**src/rtl/rob_retire_unit.sv**
```systemverilog
// In-order reorder buffer: rename allocates at the tail, writeback marks entries done,
// and up to two entries retire per cycle from the head, freeing their displaced pregs.
module rob_retire_unit #(
    parameter int DEPTH    = 16,
    parameter int PREG_W   = 6,
    parameter int NUM_PREG = 64,
    parameter int IDX_W    = $clog2(DEPTH)
) (
    input  logic                clk,
    input  logic                rstn,
    input  logic                alloc_valid,
    input  logic                alloc_has_dest,
    input  logic [PREG_W-1:0]   alloc_dr_p,
    input  logic [PREG_W-1:0]   alloc_old_dr,
    output logic                alloc_ready,
    output logic [IDX_W-1:0]    alloc_rob_idx,
    input  logic                cmp0_valid,
    input  logic [IDX_W-1:0]    cmp0_idx,
    input  logic                cmp1_valid,
    input  logic [IDX_W-1:0]    cmp1_idx,
    output logic [NUM_PREG-1:0] retire_from_ROB,
    output logic [1:0]          retire_count,
    output logic [IDX_W:0]      rob_count,
    output logic                rob_empty
);

    localparam int CW = IDX_W + 1;

    logic [CW-1:0]       head_q, head_d;
    logic [CW-1:0]       tail_q, tail_d;
    logic [CW-1:0]       count_q, count_d;
    logic [DEPTH-1:0]    valid_q, valid_d;
    logic [DEPTH-1:0]    done_q, done_d;
    logic [DEPTH-1:0]    has_dest_q, has_dest_d;
    logic [PREG_W-1:0]   dr_p_q [DEPTH];
    logic [PREG_W-1:0]   dr_p_d [DEPTH];
    logic [PREG_W-1:0]   old_dr_q [DEPTH];
    logic [PREG_W-1:0]   old_dr_d [DEPTH];
    logic [NUM_PREG-1:0] free_q, free_d;
    logic [1:0]          rcnt_q, rcnt_d;

    logic [IDX_W-1:0] head_idx;
    logic [IDX_W-1:0] head1_idx;
    logic [IDX_W-1:0] tail_idx;
    logic             alloc_fire;
    logic             ret0;
    logic             ret1;
    logic [1:0]       ret_n;

    assign head_idx   = head_q[IDX_W-1:0];
    assign head1_idx  = head_idx + IDX_W'(1);
    assign tail_idx   = tail_q[IDX_W-1:0];

    // No same-cycle bypass: a full ROB refuses allocation even while it retires.
    assign alloc_ready   = rstn & (count_q < CW'(DEPTH));
    assign alloc_fire    = alloc_valid & alloc_ready;
    assign alloc_rob_idx = tail_idx;

    assign ret0  = valid_q[head_idx] & done_q[head_idx];
    assign ret1  = ret0 & valid_q[head1_idx] & done_q[head1_idx];
    assign ret_n = {1'b0, ret0} + {1'b0, ret1};

    assign retire_from_ROB = free_q;
    assign retire_count    = rcnt_q;
    assign rob_count       = count_q;
    assign rob_empty       = (count_q == '0);

    always_comb begin
        valid_d    = valid_q;
        done_d     = done_q;
        has_dest_d = has_dest_q;
        dr_p_d     = dr_p_q;
        old_dr_d   = old_dr_q;
        free_d     = '0;

        // Completions to entries that are not live are dropped.
        if (cmp0_valid && valid_q[cmp0_idx]) begin
            done_d[cmp0_idx] = 1'b1;
        end
        if (cmp1_valid && valid_q[cmp1_idx]) begin
            done_d[cmp1_idx] = 1'b1;
        end

        if (ret0) begin
            valid_d[head_idx] = 1'b0;
            done_d[head_idx]  = 1'b0;
            if (has_dest_q[head_idx] && (old_dr_q[head_idx] != '0)) begin
                free_d[old_dr_q[head_idx]] = 1'b1;
            end
        end
        if (ret1) begin
            valid_d[head1_idx] = 1'b0;
            done_d[head1_idx]  = 1'b0;
            if (has_dest_q[head1_idx] && (old_dr_q[head1_idx] != '0)) begin
                free_d[old_dr_q[head1_idx]] = 1'b1;
            end
        end

        // The tail slot is never live when alloc_ready is high, so this cannot
        // collide with a completion or retirement of the same slot.
        if (alloc_fire) begin
            valid_d[tail_idx]    = 1'b1;
            done_d[tail_idx]     = 1'b0;
            has_dest_d[tail_idx] = alloc_has_dest;
            dr_p_d[tail_idx]     = alloc_dr_p;
            old_dr_d[tail_idx]   = alloc_old_dr;
        end

        tail_d  = tail_q + CW'(alloc_fire);
        head_d  = head_q + CW'(ret_n);
        count_d = count_q + CW'(alloc_fire) - CW'(ret_n);
        rcnt_d  = ret_n;
    end

    always_ff @(posedge clk) begin
        if (!rstn) begin
            head_q     <= '0;
            tail_q     <= '0;
            count_q    <= '0;
            valid_q    <= '0;
            done_q     <= '0;
            has_dest_q <= '0;
            free_q     <= '0;
            rcnt_q     <= '0;
            for (int i = 0; i < DEPTH; i++) begin
                dr_p_q[i]   <= '0;
                old_dr_q[i] <= '0;
            end
        end else begin
            head_q     <= head_d;
            tail_q     <= tail_d;
            count_q    <= count_d;
            valid_q    <= valid_d;
            done_q     <= done_d;
            has_dest_q <= has_dest_d;
            free_q     <= free_d;
            rcnt_q     <= rcnt_d;
            dr_p_q     <= dr_p_d;
            old_dr_q   <= old_dr_d;
        end
    end

endmodule

```
**config.mk**
```make
export PLATFORM = sky130hd
export DESIGN_NAME = rob_retire_unit
export DESIGN_NICKNAME = d
export VERILOG_FILES = /design/src/rtl/rob_retire_unit.sv
export SDC_FILE = /design/constraint.sdc
export NUM_CORES = 1
export LEC_CHECK = 0
export CORE_AREA = 2 2 164 166
export CTS_BUF_LIST = sky130_fd_sc_hd__clkbuf_8
export DETAILED_ROUTE_END_ITERATION = 16
export DIE_AREA = 0 0 166 168
export GPL_ROUTABILITY_DRIVEN = 0
export PLACE_DENSITY = 0.68
export SLEW_MARGIN = 30
export SYNTH_ARGS = -nofsm -noshare
export SYNTH_HDL_FRONTEND = slang
export SYNTH_SLANG_ARGS = --single-unit
```
**constraint.sdc**
```tcl
create_clock -name clk -period 6.2 [get_ports clk]
set_input_delay 1.55 -clock clk [delete_from_list [all_inputs] [get_ports clk]]
set_output_delay 1.55 -clock clk [all_outputs]
set_load 0.02 [all_outputs]
```
==> results of run 1 <==
-- synthesized netlist by cell type, types with 8 or more instances --
master    number  area, sq um
o22ai_1       12         75.1
and2_1        25          156
buf_2         16         80.1
nor3_1        21          105
buf_1          8         30.0
a32o_1         8         80.1
nand2_1      134          503
mux4_2        83         1870
nor2b_1       84          526
nor2_1        45          169
mux2i_1       74          741
dfxtp_1      223         4460
inv_1         27          101
o21ai_0       21          105
a22o_1        44          385
clkbuf_1      42          158
ha_1          18          225
a21boi_0      42          315
nand3_1       42          210
nand2b_1      14         87.6
-- final cells by class --
| cell class | instances | area, sq um |
|---|---|---|
| Clock buffer | 47 | 647 |
| Clock inverter | 19 | 91.3 |
| Fill cell | 2386 | 13000 |
| Inverter | 30 | 113 |
| Multi-Input combinational cell | 781 | 6540 |
| Sequential cell | 223 | 4470 |
| Tap cell | 341 | 427 |
| Timing Repair Buffer | 111 | 1070 |
-- cells by family after synthesis --
| kind of cell | synth area share [%] |
|---|---|
| muxes | 22.9 |
| AOI/OAI and AO/OA | 11.5 |
| xor gates and xnor gates | 0.901 |
| adders and majority gates | 2.30 |
| buffers and inverters | 4.65 |
| DFF | 38.7 |
| and+or+nand+nor | 19.0 |
| other | 0.0325 |
-- sequential cells by signal, summed over array words and instances (netlist names) --
name / count
valid_q: 16
done_q: 16
head_q: 4
retire_count: 2
retire_from_ROB: 64
has_dest_q: 16
tail_q: 4
old_dr_q: 96
rob_count: 5
-- worst max path at each step --
| stage | depth (start not counted) | start | endpoint | slack (ns) |
|---|---|---|---|---|
| after floorplan | 26 | head_q[0] | rob_count[4] | 1.27 |
| after global placement | 18 | head_q[2] | rob_count[4] | 1.19 |
| after detailed placement | 18 | head_q[2] | rob_count[4] | 1.16 |
| after CTS | 18 | head_q[2] | rob_count[4] | 1.15 |
| after global routing | 18 | head_q[2] | rob_count[4] | 0.86 |
| final | 18 | head_q[2] | rob_count[4] | 1.12 |
-- critical path, stage by stage (launching register included) --
cell and delay (ns):
dfxtp_1 0.95, nand3_2 0.24, xnor2_1 0.19, buf_4 0.22, mux4_2 0.51, a32o_1 0.27, or3b_1 0.65, inv_1 0.13
ha_1 0.28, ha_1 0.29, inv_1 0.04, ha_1 0.18, inv_1 0.07, fa_1 0.20, inv_1 0.05, a21oi_1 0.14
nor2_1 0.06, or3_1 0.33, and3_1 0.17
-- power by group --
group          switching (mW)  leakage (nW)  total [mW]  internal [mW]
combinational           0.139          2.39       0.254          0.115
clock                   0.614         0.419        1.30          0.686
sequential             0.0191          1.80        1.47           1.45
total                   0.772          4.61        3.02           2.25
-- per-stage QoR --
step	area [sq um]	setup slack [ns]	utilization, %	power (mW)	instances
6_report	13400	1.12	50.7	3.02	1552
5_1_grt	13400	0.863	50.7	3.14	1552
2_1_floorplan	11500	1.27	-	1.66	1113
3_3_place_gp	12600	1.19	47.9	1.75	1486
4_1_cts	13400	1.15	50.7	3.05	1552
3_5_place_dp	12600	1.16	47.9	1.75	1486
-- per-layer routing --
metal	track usage [%]	share of wire [%]	vias to the layer above
met2	34.7	45	386
met1	27.9	42	4312
li1	-	-	4187
met5	0	0	-
met4	10.5	4.6	0
met3	5.52	8.2	97
==> results.cfg, run 1 <==
[job]
maxCapViolations = 0

[sta]
drv_slew = 0
setup_tns_ns = 0
finalCriticalPeriod_ns = 5.08
hold_violations = 0
whs_ns = 0.475
maxSlewHeadroom_pct = 34.8
finClkSkew_ns = 0.0259
worst_pin_slew_ns = 0.977
final-setup-viol-count = 0
min_period_over_period_pct = 81.9
max_freq_mhz = 197
rsz0062_at_grt = no

[die]
initial_core_util_pct = 43.7
chipWidth_um = 166
core_sq_mm = 0.0264
fp.dieH_um = 168
rows = 60
pin_count = 103
fp.dieArea_sq_mm = 0.0279

[global_routing]
grt_max_degree = 74
grt_use_total_pct = 21.8
overflow = 0
first_global_vias = 8732
grt_first_pass_wirelength_mm = 48.5
antenna_found_initial = 0

[yosys]
synthFlopType = dfxtp_1
avgSynthCellArea_sq_um = 10.4
synth-seq-cells = 223
async_flop_share_pct = 0
ys_seq_area_share_pct = 38.7
synth_edf_count = 0
synth_cells = 1113
yosysWarnings = 0
ys_types = 71
syn_nets = 1159
synth.cell_area_sq_mm = 0.0115

[finish]
diodes = 0
final_common_cell = dfxtp_1
area_delta_synth_final_pct = 15.9
drive_gt1_share_pct = 15.3
final_cell_mix = 221 x dfxtp_1, 134 x nand2_1, 95 x clkdlybuf4s50_1
nets = 1232

[setup_path]
critPathCaptureType = flop
crit_path_max_fanout = 15
path_class = reg2reg
rr_endpoint = rob_count[4]
r2r_start = head_q[2]
rrSetupSlack_ns = 1.12
start_kind = flop
arrival_ns = 5.52
worst_ep_required_time_ns = 6.65
r2r_cells = 18

[routing]
dr_total_vias = 8982
dr.pass1.iters = 5
drt_iter0_drc = 677
wl_per_cell_um = 19.9
via_per_inst = 5.79
routed_wl_mm = 30.8
drc = 0
ant_nets = 0

[hold_path]
min_delay_worst_endpoint = old_dr_q[29]
worstHoldStart = old_dr_q[29]
whs_path_depth = 2
hp-class = reg2reg

[cts]
clock_latency_ns = 0.56
htree_levels = 2
cts_made_buffers = 39
clk_pin_slew_ns = 0.06
cts.repair.resized = 0
cts_tree = yes
cts_hold_buf = 0
clock-sinks = 223
clock_path_buffers = 3
cts_setup_buffers = 0
cts-root-buf = clkbuf_8

[power_and_ir_drop]
power_density_mw_per_mm2 = 226
irDropWorstVdd_mv = 0.128
leakage_nw = 4.61

[run_status]
outcome = complete, no violations

[place]
io_buffers = 96
hpwl_mm = 21.0
(Power assumes the default switching activity.)
==> run 2, diff against run 1 <==
--- a/config.mk
+++ b/config.mk
@@ -10,7 +10,7 @@
 export DETAILED_ROUTE_END_ITERATION = 16
 export DIE_AREA = 0 0 166 168
 export GPL_ROUTABILITY_DRIVEN = 0
-export PLACE_DENSITY = 0.68
+export PLACE_DENSITY = 0.7
 export SLEW_MARGIN = 30
 export SYNTH_ARGS = -nofsm -noshare
 export SYNTH_HDL_FRONTEND = slang
==> constraint.sdc (replaced) <==
create_clock -name clk -period 4.3 [get_ports clk]
set_input_delay 1.075 -clock clk [delete_from_list [all_inputs] [get_ports clk]]
set_output_delay 1.075 -clock clk [all_outputs]
set_load 0.02 [all_outputs]
==> results.cfg, run 2 (synthesis results as in run 1) <==
[place]
dpl_cell_area_sq_mm = 0.0128
io_buffers = 96
hpwl_mm = 21.6
dp.cells = 1506

[cts]
cts-root-buf = clkbuf_8
clk_pin_slew_ns = 0.06
cts_setup_buffers = 0
cts_tree = yes
cts_made_buffers = 38
clock-sinks = 223
cts.repair.resized = 0
clock_latency_ns = 0.54
cts_hold_buf = 0
clock_path_buffers = 3
htree_levels = 2

[setup_path]
critPathCaptureType = flop
path_class = reg2reg
cp_slowest_cell = mux4_2
worst_ep_required_time_ns = 4.74
path_cells = nand3_2, xnor2_1, mux4_2, a32o_2, or3b_1, inv_2, ha_4, ha_1, inv_1, ha_2, inv_2, fa_2, inv_1, a21oi_1, nor2_1, or3_1, and3_1
crit_path_max_fanout = 7
r2r_cells = 17
start_kind = flop
crit_buf_inv = 4
rrSetupSlack_ns = 0.35
arrival_ns = 4.38
crit_family = simple AND/OR/NAND/NOR gates
max_stage_delay_ns = 0.55
cp.depth = 17

[finish]
nets = 1252
diodes = 0
design_area_sq_mm = 0.0136
drive_gt1_share_pct = 17.0
nFillCells = 2350
postLayoutCoreUtil_pct = 51.5
largest_register_ffs = 96
top_register = old_dr_q
area_delta_synth_final_pct = 17.8
final_common_cell = dfxtp_1
final_cells = 1574
final_cell_mix = 221 x dfxtp_1, 134 x nand2_1, 95 x clkdlybuf4s50_1

[hold_path]
whs_path_depth = 2
hp-class = reg2reg

[die]
fp.dieH_um = 168
core_sq_mm = 0.0264
initial_core_util_pct = 43.7
fp.dieArea_sq_mm = 0.0279
pin_count = 103
chipWidth_um = 166
rows = 60

[sta]
min_period_over_period_pct = 91.8
max_freq_mhz = 253
finalCriticalPeriod_ns = 3.95
setup_tns_ns = 0
finClkSkew_ns = 0.0195
maxSlewHeadroom_pct = 38.5
final-setup-viol-count = 0
worst_pin_slew_ns = 0.920
hold_violations = 0
rsz0062_at_grt = no
drv_slew = 0

[power_and_ir_drop]
p_sw_share_pct = 24.8
clkPwrFrac_pct = 43.5
switching_power_mw = 1.09
comb_power_share_pct = 8.5
p_seq_share_pct = 47.9
intPower_mw = 3.33
leakage_nw = 4.73
power_density_mw_per_mm2 = 326
irDropWorstVdd_mv = 0.240
power_mw = 4.42

[global_routing]
antenna_found_initial = 0
overflow = 0
first_global_vias = 8717
grt_max_degree = 78
grt_use_total_pct = 22.0
grt_first_pass_wirelength_mm = 48.8

[job]
maxCapViolations = 0

[routing]
via_per_inst = 5.79
drc = 0
dr_total_vias = 9115
dr.pass1.iters = 7
wl_per_cell_um = 19.9
ant_nets = 0
routed_wl_mm = 31.2
drt_iter0_drc = 820

[run_status]
outcome = complete, no violations
run 2: changes by cell type in the layout (fill, tap and decap cells not counted), moves of 2 or more:
cell | previous run | this run
buf_4 | 16 | 36
ha_1 | 18 | 15
ha_4 | 0 | 2
inv_2 | 2 | 4
nor2_1 | 43 | 45
run 2: per-stage QoR:
stage	hold slack, ns	setup WS (ns)
floorplan	0.449	0.0156
detailed placement	0.470	0.396
global placement	0.461	0.409
finish	0.478	0.354
global route	0.500	0.200
CTS	0.479	0.371
run 2: power groups by stage:
stage / logic [mW] / registers [mW] / clock network (mW)
6_report: 0.377 / 2.12 / 1.92
5_1_grt: 0.406 / 2.12 / 2.04
4_1_cts: 0.375 / 2.12 / 1.96
3_5_place_dp: 0.373 / 2.16 / 0
3_3_place_gp: 0.368 / 2.16 / 0
2_1_floorplan: 0.227 / 2.17 / 0
run 2: metal layers:
metal  share of wire (%)  track usage [%]
met3                 7.1             4.44
met5                   0                0
met2                  47             36.5
met4                 3.1             8.73
met1                  42             28.3
run 2: area by class of cell:
cell class / count / area (sq um) / share of cell area [%]
multi-input cells: 781 / 6560 / 48.3
well taps: 341 / 427 / 3.14
repair buffers: 132 / 1230 / 9.08
inverters: 30 / 115 / 0.848
flip-flops and latches: 223 / 4470 / 32.9
clock buffers: 48 / 661 / 4.87
clock inverters: 19 / 108 / 0.793
run 2: final timing paths:
kind	startpoint	endpoint
hold / removal	old_dr_q[38]	old_dr_q[38]
setup reg to reg	head_q[1]	rob_count[4]
setup / recovery	head_q[1]	rob_count[4]
hold reg to reg	old_dr_q[38]	old_dr_q[38]
run 2: worst min-delay path, delay by kind of cell, from the launching register on:
| family | cells | cell delay (ns) |
|---|---|---|
| AO/OA/AOI/OAI | 1 | 0.06 |
| flip-flops | 1 | 0.32 |
| AND/OR/NAND/NOR | 1 | 0.05 |
